[config.mk]
export PLATFORM = sky130hd
export DESIGN_NAME = nx_axi4s_packetiser
export DESIGN_NICKNAME = d
export VERILOG_FILES = /design/src/rtl/nx_axi4s_pkg.sv /design/src/rtl/nx_sync_fifo.sv /design/src/rtl/nx_axi4s_packetiser.sv
export SDC_FILE = /design/constraint.sdc
export NUM_CORES = 1
export LEC_CHECK = 0
export CORE_MARGIN = 5
export CORE_UTILIZATION = 65
export DETAILED_ROUTE_END_ITERATION = 10
export PLACE_DENSITY = 0.84
export SLEW_MARGIN = 20
export SYNTH_ARGS = -nofsm -noshare
export SYNTH_HDL_FRONTEND = slang
export SYNTH_SLANG_ARGS = --single-unit
[constraint.sdc]
create_clock -name clk -period 10.5 [get_ports clk]
set_clock_uncertainty 0.15 [all_clocks]
set_input_delay 2.1 -clock clk [delete_from_list [all_inputs] [get_ports clk]]
set_output_delay 2.1 -clock clk [all_outputs]
set_load 0.01 [all_outputs]
[src/rtl/nx_axi4s_pkg.sv]
// Shared defaults and types for the Nexus outbound AXI4-stream packetiser.
package nx_axi4s_pkg;

  localparam int NX_DATA_WIDTH  = 64;
  localparam int NX_DEPTH       = 16;
  localparam int NX_MAX_BEATS   = 8;
  localparam int NX_IDLE_CYCLES = 32;

  typedef struct packed {
    logic                     last;
    logic [NX_DATA_WIDTH-1:0] data;
  } nx_fifo_entry_t;

  // $clog2 floored at 1 so single-value counters still get a real bit
  function automatic int nx_clog2_min1(input int n);
    return ($clog2(n) < 1) ? 1 : $clog2(n);
  endfunction

endpackage

[src/rtl/nx_sync_fifo.sv]
// Single-clock FIFO with occupancy count; rdata always shows the head entry.
module nx_sync_fifo #(
  parameter int WIDTH = 65,
  parameter int DEPTH = 16
) (
  input  logic                     clk,
  input  logic                     rstn,
  input  logic                     push,
  input  logic                     pop,
  input  logic [WIDTH-1:0]         wdata,
  output logic [WIDTH-1:0]         rdata,
  output logic [$clog2(DEPTH):0]   occ,
  output logic                     full,
  output logic                     empty
);

  localparam int PW = $clog2(DEPTH);
  localparam logic [PW:0] FULL_OCC = (PW+1)'(DEPTH);

  logic [WIDTH-1:0] mem_q [DEPTH];
  logic [WIDTH-1:0] mem_d [DEPTH];
  logic [PW-1:0]    wr_ptr_q, wr_ptr_d;
  logic [PW-1:0]    rd_ptr_q, rd_ptr_d;
  logic [PW:0]      occ_q, occ_d;
  logic             do_push, do_pop;

  assign full  = (occ_q == FULL_OCC);
  assign empty = (occ_q == '0);
  assign occ   = occ_q;
  assign rdata = mem_q[rd_ptr_q];

  always_comb begin
    do_push  = push & ~full;
    do_pop   = pop & ~empty;
    mem_d    = mem_q;
    wr_ptr_d = wr_ptr_q;
    rd_ptr_d = rd_ptr_q;
    occ_d    = occ_q;
    if (do_push) begin
      mem_d[wr_ptr_q] = wdata;
      wr_ptr_d        = wr_ptr_q + PW'(1);
    end
    if (do_pop) begin
      rd_ptr_d = rd_ptr_q + PW'(1);
    end
    if (do_push && !do_pop) begin
      occ_d = occ_q + (PW+1)'(1);
    end else if (!do_push && do_pop) begin
      occ_d = occ_q - (PW+1)'(1);
    end
  end

  always_ff @(posedge clk or negedge rstn) begin
    if (!rstn) begin
      wr_ptr_q <= '0;
      rd_ptr_q <= '0;
      occ_q    <= '0;
    end else begin
      wr_ptr_q <= wr_ptr_d;
      rd_ptr_q <= rd_ptr_d;
      occ_q    <= occ_d;
    end
  end

  // Storage needs no reset: occupancy alone decides what is valid.
  always_ff @(posedge clk) begin
    mem_q <= mem_d;
  end

endmodule

[src/rtl/nx_axi4s_packetiser.sv]
// Re-frames the outbound Nexus stream into DMA packets closed by tlast,
// the beat limit, or an idle timeout, behind a registered output stage.
module nx_axi4s_packetiser
  import nx_axi4s_pkg::*;
#(
  parameter int DATA_WIDTH  = NX_DATA_WIDTH,
  parameter int DEPTH       = NX_DEPTH,
  parameter int MAX_BEATS   = NX_MAX_BEATS,
  parameter int IDLE_CYCLES = NX_IDLE_CYCLES
) (
  input  logic                  clk,
  input  logic                  rstn,
  input  logic [DATA_WIDTH-1:0] s_tdata,
  input  logic                  s_tlast,
  input  logic                  s_tvalid,
  output logic                  s_tready,
  output logic [DATA_WIDTH-1:0] m_tdata,
  output logic                  m_tlast,
  output logic                  m_tvalid,
  input  logic                  m_tready,
  output logic [15:0]           pkt_count
);

  localparam int OW = $clog2(DEPTH) + 1;
  localparam int BW = nx_clog2_min1(MAX_BEATS);
  localparam int TW = $clog2(IDLE_CYCLES + 1);
  localparam logic [BW-1:0] LAST_BEAT = BW'(MAX_BEATS - 1);
  localparam logic [TW-1:0] IDLE_MAX  = TW'(IDLE_CYCLES);

  logic [DATA_WIDTH:0]   fifo_rdata;
  logic [OW-1:0]         occ;
  logic                  fifo_full, fifo_empty;
  logic                  push, pop, pop_last;
  logic                  head_last, at_limit, flush, occ_one, occ_ge2, can_load;

  logic [BW-1:0]         beat_cnt_q, beat_cnt_d;
  logic [TW-1:0]         timer_q, timer_d;
  logic [DATA_WIDTH-1:0] m_tdata_q, m_tdata_d;
  logic                  m_tlast_q, m_tlast_d;
  logic                  m_tvalid_q, m_tvalid_d;
  logic [15:0]           pkt_count_q, pkt_count_d;

  assign s_tready  = ~fifo_full;
  assign push      = s_tvalid & s_tready;
  assign m_tdata   = m_tdata_q;
  assign m_tlast   = m_tlast_q;
  assign m_tvalid  = m_tvalid_q;
  assign pkt_count = pkt_count_q;

  nx_sync_fifo #(
    .WIDTH (DATA_WIDTH + 1),
    .DEPTH (DEPTH)
  ) u_fifo (
    .clk   (clk),
    .rstn  (rstn),
    .push  (push),
    .pop   (pop),
    .wdata ({s_tlast, s_tdata}),
    .rdata (fifo_rdata),
    .occ   (occ),
    .full  (fifo_full),
    .empty (fifo_empty)
  );

  // A lone head beat is held back until something says the packet is over,
  // so a following beat can still join the same packet.
  always_comb begin
    head_last = fifo_rdata[DATA_WIDTH];
    at_limit  = (beat_cnt_q == LAST_BEAT);
    flush     = (timer_q == IDLE_MAX);
    occ_one   = (occ == OW'(1));
    occ_ge2   = (occ >= OW'(2));
    can_load  = ~m_tvalid_q | m_tready;
    pop       = can_load & (occ_ge2 | (occ_one & (head_last | at_limit | flush)));
    pop_last  = head_last | at_limit | (flush & occ_one);
  end

  always_comb begin
    beat_cnt_d = beat_cnt_q;
    if (pop) begin
      beat_cnt_d = pop_last ? '0 : beat_cnt_q + BW'(1);
    end

    timer_d = timer_q;
    if (push || (pop && pop_last)) begin
      timer_d = '0;
    end else if (!fifo_empty && timer_q != IDLE_MAX) begin
      timer_d = timer_q + TW'(1);
    end

    m_tdata_d  = m_tdata_q;
    m_tlast_d  = m_tlast_q;
    m_tvalid_d = m_tvalid_q;
    if (pop) begin
      m_tdata_d  = fifo_rdata[DATA_WIDTH-1:0];
      m_tlast_d  = pop_last;
      m_tvalid_d = 1'b1;
    end else if (m_tready) begin
      m_tvalid_d = 1'b0;
    end

    pkt_count_d = pkt_count_q;
    if (m_tvalid_q && m_tready && m_tlast_q) begin
      pkt_count_d = pkt_count_q + 16'd1;
    end
  end

  always_ff @(posedge clk or negedge rstn) begin
    if (!rstn) begin
      beat_cnt_q  <= '0;
      timer_q     <= '0;
      m_tdata_q   <= '0;
      m_tlast_q   <= 1'b0;
      m_tvalid_q  <= 1'b0;
      pkt_count_q <= '0;
    end else begin
      beat_cnt_q  <= beat_cnt_d;
      timer_q     <= timer_d;
      m_tdata_q   <= m_tdata_d;
      m_tlast_q   <= m_tlast_d;
      m_tvalid_q  <= m_tvalid_d;
      pkt_count_q <= pkt_count_d;
    end
  end

endmodule

==> results.md <==
* Final TNS setup at 0 ns
* Pin count of the biggest net entering global routing at 171
* Maximum VDD drop at 0.291 mV
* Run status: completed
* Mapped Avg Cell Area at 24.4 sq um
* Psw at 4.02 mW
* Initial drt markers at 3278
* RSZ-0062 raised after global routing: false
* Initial antenna violation count at 8
* Worst Tran Pin Value at 1.12 ns
* CTS Root Cell: clkbuf_16
* Fraction of layout cells with a size suffix above 1 at 29.5%
* Hold Path Sink: pkt_count[15]
* Critical path's largest stage delay at 0.92 ns
* Crit Path Class: register to register
* Cts bufs inserted at 108
* Routed Antenna Nets at 0
* Starting Density at 65.8%
* Clock slew at reported path FFs at 0.06 ns
* Internal at 10.0 mW
* Post-synth top flop: edfxtp_1
* Area of the multi-input gates at 0.00925 sq mm
* Power Density at 282 mW/mm^2
* Worst min path class: register to register
* Routed WL at 110000 um
* Cts hold-fix bufs at 0
* YS warnings at 0
* Final hold violations at 0
* DIE AREA at 0.0721 sq mm
* Worst Path Buf+Inv at 3
* Clock Latency Late Sink at 0.67 ns
* Final RePlAce weighted congestion at 0.737
* Endpoints failing setup at 0
* Post-synth net total at 1865
* Drt pass-1 iters at 5
* First-pass GRT wire length at 159000 um
* Relative slew slack at 25.1%
* Max Root-Sink Buffers at 3
* Synth async-reset ratio at 9.09%
* Crit end category: register
* Vias in the first global route at 22088
* Die height at 268 um
* Internal reg-to-reg setup slack at 5.36 ns
* Yosys cell types at 40
* Critical path, cell by cell: buf_4, buf_6, buf_4, mux4_2, mux4_2, mux2_2
* Clock power frac at 29.4%
* Synth-to-Final Area Change at 14.5%
* DRC Markers at 0
* Max frequency at 0.195 GHz
* Tmin final at 5.14 ns
* DPL Wire Length at 50500 um
* Sw Ratio at 28.6%
* Routed len/inst at 37.1 um
* Register area at 0.0338 sq mm
* # port buffers at 151
* Flop pwr share at 43.1%
* Critical path's slowest cell: dfrtp_4
* Combinational power share at 27.5%
* CTS-repair resized insts at 0
* Final Non-Filler Cells at 2951
* # H-tree levels at 3
* Core ar. at 0.0660 sq mm
* Nets at 2073
* Fin crit share at 48.9%
* GRT Total Usage at 31.0%
* Placed insts at 2741
* FP Rows at 94
* Fillers at 3067
* Chip width at 268 um
* CP Data Required Time at 10.90 ns
* Nature of the critical path startpoint: register
* WHS Path Cells at 1
* Pre-CTS setup slack at 4.95 ns
* Post-CTS setup buffers at 0
* Post-synth EDFFs at 1040
* Cell area after synthesis at 0.0434 sq mm
* Crit-path max FO at 49
* Syn Inst Count at 1780
* Crit path DAT at 5.53 ns
* RR Startpoint: u_fifo.rd_ptr_q[0]
* FF-to-FF End: m_tdata[29]
* CTS tree: built
* Number of vias per cell at 7.25
* Clock sink count at 1144
* Leak Pwr at 16.2 nW
* Seq cells post-synth at 1144
* Fin. max-slew vios at 0
* Kind of cell adding the most delay to the critical path: buffers and inverters
* Final worst slack at 5.36 ns
* Cells on worst reg2reg path at 6
* # Max-Cap Violations at 0
* Ports at 152
* Sequential share of the synthesized area at 77.9%
* DR vias at 21388
* HP Start: pkt_count[15]
* Grt ovf at 0
sequential cells by signal, summed over array words and instances, names as in the netlist:
register	cells
u_fifo.wr_ptr_q	4
u_fifo.occ	5
beat_cnt_q	3
timer_q	6
u_fifo.mem_q	1040
m_tdata	64
m_tvalid	1
m_tlast	1
u_fifo.rd_ptr_q	4
pkt_count	16
power groups by stage:
stage          sequential, mW  combinational (mW)  clock [mW]
2_1_floorplan            5.90                2.62           0
3_3_place_gp             6.02                3.56           0
3_5_place_dp             6.08                3.70           0
4_1_cts                  6.03                3.85        4.15
5_1_grt                  6.08                4.04        4.37
6_report                 6.05                3.85        4.13
cells by family (layout without fill, tap and decap cells):
kind of cell / after synthesis / after routing / synth area share (%)
xor gates and xnor gates: 31 / 31 / 0.625
DFF: 1144 / 1144 / 77.9
buffers and inverters: 93 / 392 / 0.922
AOI/OAI and AO/OA: 17 / 17 / 0.254
muxes: 394 / 394 / 18.8
other: 0 / 8 / 0
and+or+nand+nor: 85 / 85 / 1.03
adders and majority gates: 16 / 16 / 0.461
stage by stage:
step	total power [mW]	utilization [%]	hold slack [ns]	instance area, sq um
floorplan	8.52	-	0.307	43400
detailed placement	9.78	69.6	0.319	45900
finish	14.0	75.4	0.321	49700
global placement	9.58	69.6	0.317	45900
CTS	14.0	75.3	0.328	49700
global route	14.5	75.3	0.363	49700
cell usage in the layout (no fill, tap or decap), types with 18 or more instances in the layout:
| cell | netlist | layout |
|---|---|---|
| buf_4 | 1 | 24 |
| clkbuf_16 | 0 | 110 |
| clkbuf_8 | 0 | 18 |
| clkdlybuf4s50_1 | 0 | 150 |
| clkinv_2 | 0 | 25 |
| dfrtp_1 | 104 | 100 |
| edfxtp_1 | 1040 | 1040 |
| mux2_2 | 39 | 39 |
| mux2_4 | 27 | 27 |
| mux4_2 | 323 | 323 |
Yosys cell counts, drive strengths merged, types with 2 or more instances:
cell	count	area (sq um)
clkbuf	46	173
mux2i	4	40.0
nor3	4	20.0
o21ai	6	30.0
mux2	67	856
edfxtp	1040	31200
nand3b	3	22.5
xnor2	15	131
nor2	16	60.1
inv	11	41.3
nand2	14	52.6
nor3b	2	15.0
ha	16	200
buf	35	183
nand2b	3	18.8
xor2	16	140
a31oi	3	18.8
nand4	6	37.5
nand3	11	55.1
mux4	323	7270
and2	17	106
dfrtp	104	2600
a21oi	2	10.0
and3	5	31.3
o2bb2ai	2	17.5
metal layers:
layer  wire length [um]  vias up  GRT usage [%]
met3              11400      275           6.58
met2              56100     1771           51.4
met5                 46        -              0
met4               3520        6           9.72
li1                   -     7981              -
met1              38600    11355           43.0
area by class of cell:
cell class	count	share of cell area, %
multi-input cells	543	18.6
flip-flops and latches	1144	68.1
clock buffers	143	6.15
clock inverters	58	1.36
diodes	8	0.0403
repair buffers	179	3.53
well taps	864	2.17
inverters	12	0.0906
worst max-delay path by stage:
stage	start	to	slack [ns]	cells after the start
2_1_floorplan	s_tvalid	u_fifo.mem_q[520]	5.86	5
3_3_place_gp	m_tready	m_tdata[1]	5.07	6
3_5_place_dp	m_tready	m_tdata[15]	4.95	6
4_1_cts	u_fifo.rd_ptr_q[0]	m_tdata[38]	4.93	6
5_1_grt	u_fifo.rd_ptr_q[0]	m_tdata[29]	4.90	6
6_report	u_fifo.rd_ptr_q[0]	m_tdata[29]	5.36	6
Power figures use the tool's default switching activity.
